**src/rtl/seven_seg_pkg.sv**
```systemverilog
// Shared constants for the seven-segment display path: segment bit positions,
// the hex glyph table (active-high, bit 0 = segment a) and the polarity helper.
package seven_seg_pkg;

  localparam int SEG_A = 0;
  localparam int SEG_B = 1;
  localparam int SEG_C = 2;
  localparam int SEG_D = 3;
  localparam int SEG_E = 4;
  localparam int SEG_F = 5;
  localparam int SEG_G = 6;

  // Takes a glyph written left to right as segments a..g and packs it by bit position.
  function automatic logic [6:0] seg_abc(input logic [0:6] s);
    logic [6:0] v;
    v        = '0;
    v[SEG_A] = s[0];
    v[SEG_B] = s[1];
    v[SEG_C] = s[2];
    v[SEG_D] = s[3];
    v[SEG_E] = s[4];
    v[SEG_F] = s[5];
    v[SEG_G] = s[6];
    return v;
  endfunction

  localparam logic [6:0] HEX_GLYPH [16] = '{
    seg_abc(7'b1111110),  // 0
    seg_abc(7'b0110000),  // 1
    seg_abc(7'b1101101),  // 2
    seg_abc(7'b1111001),  // 3
    seg_abc(7'b0110011),  // 4
    seg_abc(7'b1011011),  // 5
    seg_abc(7'b1011111),  // 6
    seg_abc(7'b1110000),  // 7
    seg_abc(7'b1111111),  // 8
    seg_abc(7'b1111011),  // 9
    seg_abc(7'b1110111),  // A
    seg_abc(7'b0011111),  // b
    seg_abc(7'b1001110),  // C
    seg_abc(7'b0111101),  // d
    seg_abc(7'b1001111),  // E
    seg_abc(7'b1000111)   // F
  };

  // Maps an active-high "lit/enabled" bit to the pin level.
  function automatic logic apply_pol(input logic v, input logic active_low);
    return v ^ active_low;
  endfunction

endpackage

```
**src/rtl/seven_seg_hex.sv**
```systemverilog
// Combinational nibble-to-glyph decoder; output is active-high, bit 0 = segment a.
module seven_seg_hex
  import seven_seg_pkg::*;
(
  input  logic [3:0] i_nib,
  output logic [6:0] o_seg
);

  assign o_seg = HEX_GLYPH[i_nib];

endmodule

```
**src/rtl/seven_seg_mux.sv**
```systemverilog
// Multiplexed N-digit hex display driver: scans one digit per prescaler period,
// shows a frame-stable snapshot of the inputs, with PWM brightness and dead time.
module seven_seg_mux
  import seven_seg_pkg::*;
#(
  parameter int DIGITS         = 4,
  parameter int DIV_W          = 10,
  parameter int BRIGHT_W       = 3,
  parameter int DEAD           = 4,
  parameter bit SEG_ACTIVE_LOW = 1'b1,
  parameter bit DIG_ACTIVE_LOW = 1'b0
) (
  input  logic                  CLK,
  input  logic                  RST_N,
  input  logic [4*DIGITS-1:0]   din,
  input  logic [DIGITS-1:0]     dp_in,
  input  logic                  blank_lz,
  input  logic [BRIGHT_W-1:0]   brightness,
  output logic [6:0]            seg,
  output logic                  dp,
  output logic [DIGITS-1:0]     dig_en,
  output logic                  frame_start
);

  localparam int                IDX_W    = (DIGITS > 1) ? $clog2(DIGITS) : 1;
  localparam logic [IDX_W-1:0]  LAST_IDX = IDX_W'(DIGITS - 1);
  localparam logic [DIV_W-1:0]  DEAD_V   = DIV_W'(DEAD);

  if (DIGITS < 2 || DIGITS > 8) begin : g_bad_digits
    $error("seven_seg_mux: DIGITS must be in 2..8");
  end
  if (BRIGHT_W > DIV_W) begin : g_bad_bright
    $error("seven_seg_mux: BRIGHT_W must not exceed DIV_W");
  end else if (DEAD >= (1 << (DIV_W - BRIGHT_W))) begin : g_bad_dead
    $error("seven_seg_mux: DEAD must be below 2**(DIV_W-BRIGHT_W)");
  end

  logic [DIV_W-1:0]    r_pre;
  logic [IDX_W-1:0]    r_idx;
  logic [4*DIGITS-1:0] r_sh_din;
  logic [DIGITS-1:0]   r_sh_dp;
  logic                r_sh_blank;

  logic [6:0]          r_seg;
  logic                r_dp;
  logic [DIGITS-1:0]   r_dig;
  logic                r_fs;

  logic                w_slot_end;
  logic                w_snap;
  logic                w_zero_run;
  logic [DIGITS-1:0]   w_blank;
  logic [3:0]          w_nib;
  logic                w_cur_blank;
  logic                w_cur_dp;
  logic [6:0]          w_glyph;
  logic [6:0]          w_seg_hi;
  logic [BRIGHT_W-1:0] w_top;
  logic                w_on;
  logic [DIGITS-1:0]   w_dig_hi;
  logic [6:0]          w_seg_o;
  logic                w_dp_o;
  logic [DIGITS-1:0]   w_dig_o;

  assign w_slot_end = &r_pre;
  assign w_snap     = w_slot_end && (r_idx == LAST_IDX);

  // Shadow registers load on the last cycle of the last slot, so the next
  // digit-0 slot already uses the new frame.
  always_ff @(posedge CLK or negedge RST_N) begin
    if (!RST_N) begin
      r_pre      <= '0;
      r_idx      <= '0;
      r_sh_din   <= '0;
      r_sh_dp    <= '0;
      r_sh_blank <= 1'b0;
    end else begin
      r_pre <= r_pre + 1'b1;
      if (w_slot_end) begin
        r_idx <= (r_idx == LAST_IDX) ? '0 : r_idx + 1'b1;
      end
      if (w_snap) begin
        r_sh_din   <= din;
        r_sh_dp    <= dp_in;
        r_sh_blank <= blank_lz;
      end
    end
  end

  // Walk from the most significant digit down; a digit is blanked while every
  // nibble from the top down to it is zero. Digit 0 always shows.
  always_comb begin
    w_zero_run = 1'b1;
    w_blank    = '0;
    for (int i = DIGITS - 1; i >= 0; i--) begin
      w_zero_run = w_zero_run & (r_sh_din[4*i +: 4] == 4'h0);
      w_blank[i] = r_sh_blank & w_zero_run & (i != 0);
    end
  end

  always_comb begin
    w_nib       = '0;
    w_cur_blank = 1'b0;
    w_cur_dp    = 1'b0;
    for (int i = 0; i < DIGITS; i++) begin
      if (r_idx == IDX_W'(i)) begin
        w_nib       = r_sh_din[4*i +: 4];
        w_cur_blank = w_blank[i];
        w_cur_dp    = r_sh_dp[i];
      end
    end
  end

  seven_seg_hex u_hex (
    .i_nib (w_nib),
    .o_seg (w_glyph)
  );

  assign w_seg_hi = w_cur_blank ? 7'h00 : w_glyph;
  assign w_top    = r_pre[DIV_W-1 -: BRIGHT_W];
  assign w_on     = (r_pre >= DEAD_V) && ((w_top < brightness) || (&brightness));

  always_comb begin
    w_dig_hi = '0;
    for (int i = 0; i < DIGITS; i++) begin
      w_dig_hi[i] = w_on && (r_idx == IDX_W'(i));
    end
  end

  always_comb begin
    w_seg_o = '0;
    w_dig_o = '0;
    for (int b = 0; b < 7; b++) begin
      w_seg_o[b] = apply_pol(w_seg_hi[b], SEG_ACTIVE_LOW);
    end
    w_dp_o = apply_pol(w_cur_dp, SEG_ACTIVE_LOW);
    for (int i = 0; i < DIGITS; i++) begin
      w_dig_o[i] = apply_pol(w_dig_hi[i], DIG_ACTIVE_LOW);
    end
  end

  always_ff @(posedge CLK or negedge RST_N) begin
    if (!RST_N) begin
      r_seg <= {7{SEG_ACTIVE_LOW}};
      r_dp  <= SEG_ACTIVE_LOW;
      r_dig <= {DIGITS{DIG_ACTIVE_LOW}};
      r_fs  <= 1'b0;
    end else begin
      r_seg <= w_seg_o;
      r_dp  <= w_dp_o;
      r_dig <= w_dig_o;
      r_fs  <= w_snap;
    end
  end

  assign seg         = r_seg;
  assign dp          = r_dp;
  assign dig_en      = r_dig;
  assign frame_start = r_fs;

endmodule

```
**config.mk**
```make
export PLATFORM = sky130hd
export DESIGN_NAME = seven_seg_mux
export DESIGN_NICKNAME = d
export VERILOG_FILES = /design/src/rtl/seven_seg_pkg.sv /design/src/rtl/seven_seg_hex.sv /design/src/rtl/seven_seg_mux.sv
export SDC_FILE = /design/constraint.sdc
export NUM_CORES = 1
export LEC_CHECK = 0
export ABC_AREA = 1
export CELL_PAD_IN_SITES_DETAIL_PLACEMENT = 1
export CELL_PAD_IN_SITES_GLOBAL_PLACEMENT = 2
export CORE_MARGIN = 1.5
export CORE_UTILIZATION = 31
export DETAILED_ROUTE_END_ITERATION = 16
export PLACE_DENSITY = 0.8
export SYNTH_ARGS = -nofsm -noshare
export SYNTH_HDL_FRONTEND = slang
export SYNTH_SLANG_ARGS = --single-unit
export TNS_END_PERCENT = 1
```
**constraint.sdc**
```tcl
create_clock -name CLK -period 2.5 [get_ports CLK]
set_input_delay 0.5 -clock CLK [delete_from_list [all_inputs] [get_ports CLK]]
set_output_delay 0.5 -clock CLK [all_outputs]
set_load 0.005 [all_outputs]
```
# After elaboration in Yosys (flattened, before gate mapping)
# Memory sizes are Yosys's and may differ from the RTL's.
# Index checks and enable logic that the tools add are counted.
# Widths: inputs -> output; s select.
# totals
regBits	46
romBits	112
in_bits	26
out_inout_bits	13
wordCells	60
memories	1
# classes
addsub	2
n_lt_le_gt_ge	3
eq_ne	3
n_mux	15
bitwise_logic	14
reduce_logical	13
# mem_list
memory	depth	word_bits	read_ports	rd_clocked_by_memory_dff	wr	line	text
(no name shown)	16	7	1	0	0	seven_seg_hex.sv:9	assign o_seg = HEX_GLYPH[i_nib];
# ops
operator	n
$mux 7	3
$mux 4	4
$logic_not 4->1	3
$add 10x1->10 const B	1
$ge 10x3->1 const B	1
$reduce_and 10->1	1
$not 1->1	8
$mux 1	7
$logic_and 1x1->1	6
$and 1x1->1	5
$ge 5x5->1 const B	1
$not 4->5	1
$eq 2x2->1 const B	2
$lt 3x3->1	1
$reduce_and 3->1	1
$add 2x1->2 const B	1
$eq 2x1->1 const B	1
$logic_not 2->1	1
$mux 2	1
$logic_or 1x1->1	1

# Depth between registers and ports, before layout
# logic_depth
depth_word	11
ltp_mapped	13

# Cells and area by module
# Synthesis repeated with hierarchy kept, for this count alone.
# hier_totals
cells_unflattened	284
area_unflattened_um2	2339.7
# by_module_without_submodules
mod	n_inst	cells_each	area_each_um2	seq_area_each_um2
seven_seg_mux	1	232	2069.5	1161.1
seven_seg_hex	1	52	270.3	0.0

# Worst setup path after synthesis
# OpenSTA, ideal clock, no wires.
# synth_timing
path_kind	register to register
from	register r_idx[0]
to	register r_seg[3] (netlist: seg[3])
setup_ns	0.085
arrival_time_ns	1.686
required_time_ns	2.415
path_slack_ns	0.729
path_stages_with_launch	13
path_buffers	1
synth_period_minus_slack_ns	1.771
path_cell_list	dfrtp_1 inv_1 ha_1 buf_2 a21oi_1 nand2_1 nand2_1 inv_1 ha_1 inv_1 nand3_1 nand3_1 nand3_1
# synth_via
elab_chain_cells	11
# synth_rtl
element	line	text
start, declared	seven_seg_mux.sv:39	logic [IDX_W-1:0] r_idx;
start signal, assigned	seven_seg_mux.sv:80	r_idx <= (r_idx == LAST_IDX) ? '0 : r_idx + 1'b1;
$logic_not 2->1	seven_seg_mux.sv:106	if (r_idx == IDX_W'(i)) begin
$mux 4 (4 in a row)	seven_seg_mux.sv:106	
$not 4->5 (not written as such)	seven_seg_hex.sv:9	
$mem_v2 16x7	--	
$mux 7 (not written as such) (2 in a row)	seven_seg_hex.sv:9	
$mux 7 (*)	seven_seg_mux.sv:119	assign w_seg_hi = w_cur_blank ? 7'h00 : w_glyph;
$not 1->1 (no source line) (*)	--	
net w_seg_o[3]	seven_seg_mux.sv:61	logic [6:0] w_seg_o;
end signal, assigned	seven_seg_mux.sv:144	r_seg <= {7{SEG_ACTIVE_LOW}};
end signal, assigned	seven_seg_mux.sv:149	r_seg <= w_seg_o;
end, declared	seven_seg_mux.sv:44	logic [6:0] r_seg;
# Mark *: on every way through the listed nets, which the timed path passes. The rest lies on a longest branch. The select of a mux whose other input is x is not followed.
# A chain may end at the register's enable or synchronous reset.

# Worst setup path after layout
# layout_timing
from	register r_idx[1]
to	register r_seg[3] (netlist: seg[3])
# Same word-level chain as after synthesis.

==> flow_summary.json <==
{
  "synth_cell_types": 24,
  "slowest_delay_ps": 390,
  "finalClockSkew_ps": 8.46,
  "combinationalPowerShare": 0.048,
  "dieArea_um2": 8030,
  "clock_sinks": 46,
  "p_sw_uw": 283,
  "seq_area_frac_synth": 0.499,
  "start_util": 0.321,
  "post-place-ws_ps": 455,
  "tritoncts": "built",
  "final-hold-violation-count": 0,
  "gp_congestion": 0.859,
  "internal_power_uw": 978,
  "setup_viol": 0,
  "ant_nets": 0,
  "htree_levels": 2,
  "drc": 0,
  "grt_pass1_wl_um": 8680,
  "portBuffers": 38,
  "core-area_um2": 7250,
  "drive_above_1_share": 0.0849,
  "first_pass_iters": 4,
  "core.rowCount": 31,
  "startpoint_type": "flop",
  "drt-met1-wl_um": 2550,
  "path_buf_inv": 4,
  "slowest_stage": "dfrtp_1",
  "die_y_um": 89.6,
  "insertion_delay_ps": 300,
  "grt_usage": 0.143,
  "grt_pass1_vias": 1787,
  "post_drt_via_cell_ratio": 4.43,
  "final_cells": 417,
  "clk_pin_slew_ps": 90,
  "timing.fmax_mhz": 490,
  "worst_pin_slew_ps": 594,
  "maxUsedRoutingLayer": "met4",
  "cts_root_buf": "clkbuf_8",
  "cap_violations": 0,
  "antenna_found_initial": 0,
  "overflow": 0,
  "cts_setup_buffers": 0,
  "seqPwrFrac": 0.591,
  "synth_edf_count": 0,
  "ys_ff_latch": 46,
  "ioPinCount": 39,
  "slew-limit-headroom": 0.604,
  "status": "complete, no violations",
  "clk_path_buf_depth": 2,
  "avgSynthCellArea_um2": 8.43,
  "hold_path.class": "primary input to asynchronous set/reset pin",
  "grt_max_degree": 47,
  "placed_cells": 409,
  "hpwl_um": 3910,
  "nNetsFinal": 357,
  "cellLeakagePower_nw": 1.37,
  "fin_crit_sh": 0.816,
  "syn-instance-count": 276,
  "vias": 1848,
  "ir_drop_mv": 0.208,
  "die_w_um": 89.6,
  "rsz0062_at_grt": "false",
  "finalCriticalPeriod_ps": 2040,
  "path_max_fanout": 7,
  "ctsHoldBuffers": 0,
  "worstSetupPathType": "flop to flop",
  "slew_violations": 0,
  "drt_wl_total_um": 5220,
  "ys.flop_type": "dfrtp_1",
  "cpMostUsedCell": "nand3_1",
  "synth_top_area_frac": 0.409,
  "cp.arrival_ps": 2260,
  "p_clk_frac": 0.362,
  "sw_frac_of_total": 0.224,
  "path_delay_family": "simple AND/OR/NAND/NOR gates",
  "yosysTopAreaCell": "dfrtp_1",
  "power.total_mw": 1.26,
  "end_kind": "flop",
  "p_per_area_nw_per_um2": 438,
  "place_area_um2": 2790,
  "synth_area_um2": 2330,
  "cp_cell_sequence": "inv_1 > ha_1 > inv_2 > nand3_1 > nand2_1 > nand2_1 > nand2_1 > inv_1 > ha_1 > inv_1 > nand3_1 > nand3_1 > nand3_1",
  "multi_input_area_um2": 1010,
  "yosysWarnings": 0,
  "synth.area.top_cells": "dfrtp_1, nand2_1, dfstp_2, ha_1, nand3_1",
  "synth_fp_nets": 316,
  "n_antenna_cell": 0,
  "finalInstanceArea_um2": 2880,
  "cts_buffers": 5,
  "wl_met2_um": 2430,
  "synthArstFlopShare": 1.00,
  "setup_ws_ps": 461,
  "cts_resized": 0,
  "wl_met3_um": 174,
  "wire_per_inst_um": 12.5,
  "worstPathRequired_ps": 2720,
  "synthToLayoutAreaGrowth_pct": 23.8,
  "fillers": 897,
  "drtIter0Drc": 54,
  "setup_tns_ps": 0,
  "seq_area_um2": 1160
}
-- worst reg2reg max path: cells and delay by family (launching register included) --
family | cells | cell delay, ps
and+or+nand+nor | 7 | 600
buffers and inverters | 4 | 450
adders and majority gates | 2 | 520
DFF | 1 | 390
-- metrics by stage --
step,hold slack (ps),util
floorplan,204,-
global placement,452,0.385
detailed placement,446,0.385
CTS,293,0.397
global route,318,0.397
finish,279,0.397
-- power by group through the flow --
stage	Sequential (mW)	Combinational (mW)	Clock, mW
6_report	0.745	0.0600	0.456
5_1_grt	0.745	0.0667	0.510
4_1_cts	0.745	0.0620	0.483
3_5_place_dp	0.759	0.0617	0
3_3_place_gp	0.759	0.0615	0
2_1_floorplan	0.759	0.00391	0
-- cell families after synthesis --
logic type / Yosys count / synth area share
adders and majority gates: 14 / 0.0753
DFF: 46 / 0.499
xor gates and xnor gates: 8 / 0.0301
AOI/OAI and AO/OA: 17 / 0.0366
and+or+nand+nor: 156 / 0.290
buffers and inverters: 35 / 0.0683
-- registers in the layout (all words and copies together) (netlist names) --
register / count
dig_en: 4
dp: 1
frame_start: 1
r_idx: 2
r_pre: 10
r_sh_blank: 1
r_sh_din: 16
r_sh_dp: 4
seg: 7
-- cells in the mapped netlist, types with 2 or more instances --
cell     count
o21ai_1      2
o21ai_0      4
buf_2        2
nand3_1     33
nor4_1       2
dfrtp_1     38
xor2_1       8
nor3_1       4
ha_1        14
inv_1       27
nand2_1     99
a21oi_1     11
dfstp_2      8
nor2_1      11
inv_2        2
nand2_2      3
-- cell usage in the layout (no fill, tap or decap) --
cell type        instances
nand2_1                 99
dfrtp_1                 38
clkdlybuf4s50_1         37
nand3_1                 33
inv_1                   27
ha_1                    14
a21oi_1                 11
nor2_1                  11
xor2_1                   8
dfstp_2                  8
clkbuf_8                 5
nor3_1                   4
o21ai_0                  4
nand2_2                  3
inv_2                    2
nor4_1                   2
o21ai_1                  2
nand4_1                  1
nor2_2                   1
nor3_4                   1
nand3_4                  1
inv_4                    1
clkinv_2                 1
clkinvlp_4               1
clkinv_4                 1
buf_2                    1
buf_4                    1
-- layout make-up --
cell class / count / area share
Sequential cell: 46 / 0.403
Multi-Input combinational cell: 195 / 0.349
Timing Repair Buffer: 39 / 0.133
Tap cell: 99 / 0.0430
Inverter: 30 / 0.0400
Clock buffer: 5 / 0.0239
Clock inverter: 3 / 0.00739
-- per-layer routing --
metal,up-vias,GRT usage
met2,26,0.231
met3,7,0.0302
met4,0,0.0378
met1,869,0.194
li1,946,-
met5,-,0
-- worst paths after layout --
path | start | end | slack (ps) | cells after the start
max | r_idx[1]$_DFFE_PN0P_ | seg[3]$_DFF_PN1_ | 460 | 13
min | RST_N | frame_start$_DFF_PN0_ | 280 | 2
max reg2reg | r_idx[1]$_DFFE_PN0P_ | seg[3]$_DFF_PN1_ | 460 | 13
min reg2reg | r_sh_dp[3]$_DFFE_PN0P_ | dp$_DFF_PN1_ | 470 | 1
max in group asynchronous | RST_N | r_sh_din[14]$_DFFE_PN0P_ | 1820 | 2
min in group CLK | r_sh_dp[3]$_DFFE_PN0P_ | dp$_DFF_PN1_ | 470 | 1
Note: power is estimated with default switching activity, not from simulation.
